===== config.mk =====
export PLATFORM = sky130hd
export DESIGN_NAME = lcd_nibble_writer
export DESIGN_NICKNAME = d
export VERILOG_FILES = /design/src/rtl/lcd_nibble_writer.sv
export SDC_FILE = /design/constraint.sdc
export NUM_CORES = 1
export LEC_CHECK = 0
export ABC_AREA = 1
export BUFFER_PORTS_ARGS = -buffer_cell sky130_fd_sc_hd__buf_2
export CAP_MARGIN = 20
export CORE_MARGIN = 2
export CORE_UTILIZATION = 62
export CTS_CLUSTER_DIAMETER = 30
export DETAILED_ROUTE_END_ITERATION = 6
export PLACE_DENSITY = 0.83
export SYNTH_ARGS = -nofsm -noshare
export SYNTH_HDL_FRONTEND = slang
export SYNTH_SLANG_ARGS = --single-unit

===== constraint.sdc =====
create_clock -name clk -period 3.9 [get_ports clk]
set_input_delay 0.78 -clock clk [delete_from_list [all_inputs] [get_ports clk]]
set_output_delay 0.78 -clock clk [all_outputs]
set_load 0.05 [all_outputs]

===== src/rtl/lcd_nibble_writer.sv =====
// lcd_nibble_writer
// Byte-to-nibble write sequencer for an HD44780-style LCD in 4-bit mode.
// Accepts one command/data byte per valid/ready handshake and sends it as
// two nibbles (high first), each with its own setup / E-high / hold window,
// followed by a post-write wait (long wait for clear/home commands).
//
// Optional feature: define LCD_INIT_SEQ_EN to have the block run the LCD
// power-on initialisation (power-up delay, 3,3,3,2 single nibbles, then
// 0x28, 0x0C, 0x06, 0x01) before it first raises ready.
//
// Ports:
//   clk        single clock
//   reset      asynchronous, active-low reset
//   din[7:0]   byte to write
//   rs_in      register select for din (0 = command, 1 = data)
//   valid      din/rs_in valid; transfer on a rising edge with valid && ready
//   ready      registered, high only in IDLE
//   init_done  power-on init complete (constant 1 after reset without the macro)
//   dataout    LCD DB7..DB4
//   control    {RW (always 0), RS, E}
module lcd_nibble_writer #(
    parameter int SETUP_CYC        = 3,
    parameter int E_HIGH_CYC       = 12,
    parameter int HOLD_CYC         = 3,
    parameter int CMD_WAIT_CYC     = 2000,
    parameter int LONG_WAIT_CYC    = 82000,
    parameter int POWERUP_WAIT_CYC = 750000
) (
    input  logic       clk,
    input  logic       reset,
    input  logic [7:0] din,
    input  logic       rs_in,
    input  logic       valid,
    output logic       ready,
    output logic       init_done,
    output logic [3:0] dataout,
    output logic [2:0] control
);

    localparam int MAX_0 = (SETUP_CYC > E_HIGH_CYC) ? SETUP_CYC : E_HIGH_CYC;
    localparam int MAX_1 = (MAX_0 > HOLD_CYC) ? MAX_0 : HOLD_CYC;
    localparam int MAX_2 = (MAX_1 > CMD_WAIT_CYC) ? MAX_1 : CMD_WAIT_CYC;
    localparam int MAX_3 = (MAX_2 > LONG_WAIT_CYC) ? MAX_2 : LONG_WAIT_CYC;
    localparam int MAX_ALL = (MAX_3 > POWERUP_WAIT_CYC) ? MAX_3 : POWERUP_WAIT_CYC;
    localparam int CNT_W = $clog2(MAX_ALL) + 1;

    typedef enum logic [2:0] {
        ST_IDLE,
        ST_SETUP,
        ST_EHIGH,
        ST_HOLD,
`ifdef LCD_INIT_SEQ_EN
        ST_WAIT,
        ST_INIT_PWR
`else
        ST_WAIT
`endif
    } state_t;

    // One write job: the byte to send, whether only its high nibble goes out
    // (init single-nibble steps), and which post-write wait follows it.
    typedef struct packed {
        logic       single;
        logic       long_wait;
        logic [7:0] data;
    } job_t;

    state_t           state_q, state_d;
    logic [CNT_W-1:0] cnt_q, cnt_d;
    logic [7:0]       byte_q, byte_d;
    logic             rs_q, rs_d;
    logic             phase_hi_q, phase_hi_d;
    logic             single_q, single_d;
    logic             long_q, long_d;
    logic [3:0]       dataout_q, dataout_d;
    logic             e_q, e_d;
    logic             ready_q, ready_d;
    logic             init_done_q, init_done_d;

    logic             load;
    job_t             load_job;
    logic             cnt_done;

`ifdef LCD_INIT_SEQ_EN
    logic [2:0] init_step_q, init_step_d;

    function automatic job_t init_rom(input logic [2:0] step);
        case (step)
            3'd0:    return '{single: 1'b1, long_wait: 1'b1, data: 8'h30};
            3'd1:    return '{single: 1'b1, long_wait: 1'b0, data: 8'h30};
            3'd2:    return '{single: 1'b1, long_wait: 1'b0, data: 8'h30};
            3'd3:    return '{single: 1'b1, long_wait: 1'b0, data: 8'h20};
            3'd4:    return '{single: 1'b0, long_wait: 1'b0, data: 8'h28};
            3'd5:    return '{single: 1'b0, long_wait: 1'b0, data: 8'h0C};
            3'd6:    return '{single: 1'b0, long_wait: 1'b0, data: 8'h06};
            default: return '{single: 1'b0, long_wait: 1'b1, data: 8'h01};
        endcase
    endfunction
`endif

    assign cnt_done = (cnt_q == '0);

    // NOTE: every variable gets a default at the top of this block, so no
    // path through the case statements can leave one unassigned (no latches).
    always_comb begin
        state_d     = state_q;
        cnt_d       = cnt_q;
        byte_d      = byte_q;
        rs_d        = rs_q;
        phase_hi_d  = phase_hi_q;
        single_d    = single_q;
        long_d      = long_q;
        dataout_d   = dataout_q;
        init_done_d = init_done_q;
        load        = 1'b0;
        load_job    = '0;
`ifdef LCD_INIT_SEQ_EN
        init_step_d = init_step_q;
`else
        init_done_d = 1'b1;
`endif

        case (state_q)
            ST_IDLE: begin
                if (valid && ready_q) begin
                    load     = 1'b1;
                    rs_d     = rs_in;
                    load_job = '{single:    1'b0,
                                 long_wait: !rs_in && (din == 8'h01 || din == 8'h02 || din == 8'h03),
                                 data:      din};
                end
            end
            ST_SETUP: if (cnt_done) state_d = ST_EHIGH;
            ST_EHIGH: if (cnt_done) state_d = ST_HOLD;
            ST_HOLD: begin
                if (cnt_done) begin
                    if (phase_hi_q && !single_q) begin
                        state_d    = ST_SETUP;
                        phase_hi_d = 1'b0;
                        dataout_d  = byte_q[3:0];
                    end else begin
                        state_d = ST_WAIT;
                    end
                end
            end
            ST_WAIT: begin
                if (cnt_done) begin
`ifdef LCD_INIT_SEQ_EN
                    if (init_done_q || init_step_q == 3'd7) begin
                        state_d     = ST_IDLE;
                        init_done_d = 1'b1;
                    end else begin
                        init_step_d = init_step_q + 3'd1;
                        load        = 1'b1;
                        rs_d        = 1'b0;
                        load_job    = init_rom(init_step_q + 3'd1);
                    end
`else
                    state_d = ST_IDLE;
`endif
                end
            end
`ifdef LCD_INIT_SEQ_EN
            ST_INIT_PWR: begin
                if (cnt_done) begin
                    load     = 1'b1;
                    rs_d     = 1'b0;
                    load_job = init_rom(3'd0);
                end
            end
`endif
            default: state_d = ST_IDLE;
        endcase

        if (load) begin
            state_d    = ST_SETUP;
            byte_d     = load_job.data;
            single_d   = load_job.single;
            long_d     = load_job.long_wait;
            phase_hi_d = 1'b1;
            dataout_d  = load_job.data[7:4];
        end

        // Every state change is a state entry: reload the shared down-counter.
        if (state_d != state_q) begin
            case (state_d)
                ST_SETUP: cnt_d = CNT_W'(SETUP_CYC - 1);
                ST_EHIGH: cnt_d = CNT_W'(E_HIGH_CYC - 1);
                ST_HOLD:  cnt_d = CNT_W'(HOLD_CYC - 1);
                ST_WAIT:  cnt_d = long_q ? CNT_W'(LONG_WAIT_CYC - 1) : CNT_W'(CMD_WAIT_CYC - 1);
                default:  cnt_d = '0;
            endcase
        end else if (state_q != ST_IDLE) begin
            cnt_d = cnt_q - 1'b1;
        end
    end

    // Outputs are registered from the next state so E and ready are glitch-free.
    assign e_d     = (state_d == ST_EHIGH);
    assign ready_d = (state_d == ST_IDLE);

    // NOTE: state is updated with non-blocking assignments so every flop
    // samples the pre-edge values, independent of statement order.
    always_ff @(posedge clk or negedge reset) begin
        if (!reset) begin
`ifdef LCD_INIT_SEQ_EN
            state_q     <= ST_INIT_PWR;
            cnt_q       <= CNT_W'(POWERUP_WAIT_CYC - 1);
            init_step_q <= 3'd0;
`else
            state_q     <= ST_IDLE;
            cnt_q       <= '0;
`endif
            byte_q      <= '0;
            rs_q        <= 1'b0;
            phase_hi_q  <= 1'b0;
            single_q    <= 1'b0;
            long_q      <= 1'b0;
            dataout_q   <= '0;
            e_q         <= 1'b0;
            ready_q     <= 1'b0;
            init_done_q <= 1'b0;
        end else begin
`ifdef LCD_INIT_SEQ_EN
            init_step_q <= init_step_d;
`endif
            state_q     <= state_d;
            cnt_q       <= cnt_d;
            byte_q      <= byte_d;
            rs_q        <= rs_d;
            phase_hi_q  <= phase_hi_d;
            single_q    <= single_d;
            long_q      <= long_d;
            dataout_q   <= dataout_d;
            e_q         <= e_d;
            ready_q     <= ready_d;
            init_done_q <= init_done_d;
        end
    end

    assign ready     = ready_q;
    assign init_done = init_done_q;
    assign dataout   = dataout_q;
    assign control   = {1'b0, rs_q, e_q};

endmodule


==> run_results.csv <==
group,metric,value,unit
status,status,"completed",
critical_path,timing.rr.start,"cnt_q[0]$_DFFE_PN0P_",
synthesis,synth-async-reset-ratio,100,%
synthesis,ys_types,36,
critical_path,required,4190,ps
sta,finalMaxSlewViolations,0,
sta,min_period_over_period,62.0,%
sta,finalClockSkew,8.40,ps
finish,fin_cells,337,
power_and_ir_drop,power_frac_clock,34.5,%
sta,relSlewSlack,47.9,%
synthesis,synth_area_leaders,"dfrtp_1 43%, nand2_1 14%, nor2_1 5.8%",
sta,worstMarginPinSlew,782,ps
power_and_ir_drop,p_int,0.000486,W
finish,syn2layout_area_growth,6.46,%
critical_path,critical-path-max-stage-delay,390,ps
critical_path,critical_path_cell_count,14,
critical_path,r2r_end,"cnt_q[0]$_DFFE_PN0P_",
cts,cts_tree,"built",
detailed_routing,drc,0,
synthesis,synth_compound_area_share,4.35,%
finish,nets,303,
detailed_routing,vias_per_cell,5.37,
floorplanning,die_x,63.4,µm
synthesis,synth.mux.area_fraction,0,%
sta,fin_crit,2420,ps
synthesis,synth_top_family_by_area,"simple AND/OR/NAND/NOR gates",
global_routing,antenna_found_initial,0,
synthesis,netlist.area_leader.share,43.5,%
power_and_ir_drop,powerDensity,271,nW/µm²
cts,cts_made_buffers,5,
synthesis,synth_xor_area_share,5.60,%
detailed_routing,vias,1810,
power_and_ir_drop,power,0.000631,W
cts,clkTransAtPathRegs,120,ps
synthesis,yosysSeqAreaShare,43.5,%
detailed_routing,dr.pass1.iters,5,
sta,setup_viol,0,
cts,cts_max_path_buffers,2,
cts,root_buffer,"clkbuf_4",
critical_path,crit_family,"simple AND/OR/NAND/NOR gates",
critical_path,slowest_stage,"dfrtp_1",
finish,drive_above_1_share,19.2,%
detailed_routing,drt-initial-drc-count,126,
synthesis,ys_seq_elements,38,
synthesis,synth_top_cell_by_area,"dfrtp_1",
cts,clkLatencyLatePin,350,ps
global_routing,grt_max_degree,39,
global_routing,grt_pass1_wl,7.60,mm
synthesis,synth.avg_cell_area,8.02,µm²
placement,dp_cells,329,
critical_path,reg2reg_depth,14,
cts,cts_max_level,2,
cts,cts_resized,0,
power_and_ir_drop,comb_power_share,2.9,%
global_routing,track_usage,24.1,%
placement,gp_congestion,0.909,
synthesis,synth_ff_type,"dfrtp_1",
placement,hpwl,3.19,mm
floorplanning,num_io_pins,21,
critical_path,critPathKind,"reg2reg",
critical_path,crit_path_end_kind,"register",
sta,rsz0062_at_grt,"false",
synthesis,synth_fp_nets,286,
placement,portBuffers,19,
cts,cts.sinks,38,
critical_path,path_common_cell,"nand2_2",
critical_path,crit_path_max_fanout,12,
critical_path,crit_path_start,"cnt_q[0]$_DFFE_PN0P_",
critical_path,crit_path_end,"cnt_q[0]$_DFFE_PN0P_",
cts,postCtsSetupBuffers,0,
detailed_routing,drt-wirelength-per-cell,12.5,µm
floorplanning,core_area,3360,µm²
floorplanning,die_h,63.4,µm
cts,cts-hold-fix-buffers,0,
critical_path,reg2reg_slack,1480,ps
sta,hold-worst-slack,490,ps
floorplanning,rows,21,
critical_path,crit_chain,"inv_1 > ha_1 > nand2_2 > nor2_8 > nand3_4 > inv_2 > nand2_2 > nand3_2 > nand2_2 > nor2_4 > nand3_2 > inv_2 > nand2_1 > nand2_1",
finish,antennaDiodeCount,0,
synthesis,synth_area,2190,µm²
power_and_ir_drop,irDropWorstVdd,195,µV
synthesis,synth_edf_count,0,
sta,tns,0,ps
detailed_routing,drtAntennaViolNets,0,
floorplanning,start_util,65.1,%
synthesis,yosysWarnings,0,
power_and_ir_drop,switchingPower,0.000145,W
critical_path,cp-start-kind,"register",
power_and_ir_drop,seqPwrFrac,62.5,%
global_routing,gr-total-overflow,0,
worst_hold_path,worstHoldPathType,"reg2reg",
power_and_ir_drop,swShare,23.1,%
detailed_routing,routed_wirelength,4.21,mm
sta,hold_violations,0,
synthesis,syn-instance-count,273,
critical_path,cp.buffers_inverters,3,
synthesis,synth_fa_ha_area_share,0.572,%
critical_path,cp.arrival,2710,ps
global_routing,grt_pass1_vias,1744,
floorplanning,die_area,4020,µm²
job,drv_cap,0,
power_and_ir_drop,p_leak,1.24,nW
synthesis,synth-simple-area-share,38.8,%
sta,max_freq,414,MHz
-- sequential cells by signal, indices dropped and copies added (netlist names) --
register,flops
byte_q,4
cnt_q,21
dataout,4
e_q,1
init_done,1
long_q,1
phase_hi_q,1
ready,1
rs_q,1
state_q,3
-- synthesized netlist by cell type (2+ instances only) --
library cell,count
a21oi_1,3
and3_1,2
buf_4,5
buf_6,3
conb_1,2
dfrtp_1,38
inv_1,16
inv_2,4
nand2_1,84
nand2_2,8
nand3_1,16
nand3_2,2
nand3_4,2
nand3b_1,2
nand4_1,4
nor2_1,34
nor2_2,3
nor2_4,2
nor3_1,6
nor3b_2,2
o211ai_1,5
o21ai_0,3
or2_2,2
xnor2_1,8
xor2_1,6
-- power by group through the flow --
| stage | Clock (W) | Combinational, W | Sequential [W] |
|---|---|---|---|
| 2_1_floorplan | 0 | 0.00000344 | 0.000404 |
| 3_3_place_gp | 0 | 0.0000194 | 0.000402 |
| 3_5_place_dp | 0 | 0.0000193 | 0.000402 |
| 4_1_cts | 0.000220 | 0.0000194 | 0.000394 |
| 5_1_grt | 0.000233 | 0.0000220 | 0.000395 |
| 6_report | 0.000218 | 0.0000186 | 0.000394 |
-- per-stage QoR --
stage / cell area [µm²] / setup WS (ps) / utilization [%]
2_1_floorplan: 2190 / 2030 / -
3_3_place_gp: 2270 / 1610 / 67.4
3_5_place_dp: 2270 / 1530 / 67.4
4_1_cts: 2330 / 1490 / 69.3
5_1_grt: 2330 / 1210 / 69.3
6_report: 2330 / 1480 / 69.3
-- layout make-up --
cell class	count	area [µm²]
multi-input combinational	206	1090
fill	309	1030
sequential	38	951
timing repair buffer	19	95.1
inverter	20	75.1
tap	46	57.6
clock buffer	6	51.3
clock inverter	2	12.5
-- per-layer routing --
layer  vias up  track usage, %  share of wire, %
met2        64            37.8                47
met1       832            32.0                45
met4         0            12.0               2.6
met5         -               0                 0
li1        901               -                 -
met3        13            4.46               5.5
-- worst min-delay path, delay by kind of cell (launching register included) --
family           cells  cell delay [ps]
AND/OR/NAND/NOR      2              120
flip-flops           1              340
-- logic make-up after synthesis --
logic type | count (synthesis)
xor gates and xnor gates | 14
AOI/OAI and AO/OA | 15
and+or+nand+nor | 174
DFF | 38
other | 2
adders and majority gates | 1
buffers and inverters | 29
-- cell usage in the layout (no fill, tap or decap), drive strengths merged --
master | Yosys | final
a21oi | 4 | 4
and3 | 2 | 2
buf | 8 | 19
clkbuf | 1 | 6
clkinv | 0 | 1
clkinvlp | 0 | 1
conb | 2 | 2
dfrtp | 38 | 38
ha | 1 | 1
inv | 20 | 20
nand2 | 92 | 92
nand3 | 20 | 20
nand3b | 2 | 2
nand4 | 4 | 4
nor2 | 40 | 40
nor3 | 8 | 8
nor3b | 2 | 2
nor4 | 1 | 1
o211ai | 5 | 5
o21a | 1 | 1
o21ai | 4 | 4
o22ai | 1 | 1
or2 | 2 | 2
or4 | 1 | 1
xnor2 | 8 | 8
xor2 | 6 | 6
-- worst min-delay path by stage --
stage	cells after the start	slack (ps)	startpoint	endpoint
final	2	490	byte_q[3]$_DFFE_PN0P_	byte_q[3]$_DFFE_PN0P_
after detailed placement	2	470	byte_q[3]$_DFFE_PN0P_	byte_q[3]$_DFFE_PN0P_
after global routing	2	510	byte_q[2]$_DFFE_PN0P_	byte_q[2]$_DFFE_PN0P_
after CTS	2	490	byte_q[3]$_DFFE_PN0P_	byte_q[3]$_DFFE_PN0P_
after global placement	2	460	byte_q[3]$_DFFE_PN0P_	byte_q[3]$_DFFE_PN0P_
after floorplan	2	440	byte_q[0]$_DFFE_PN0P_	byte_q[0]$_DFFE_PN0P_
(Power assumes the default switching activity.)
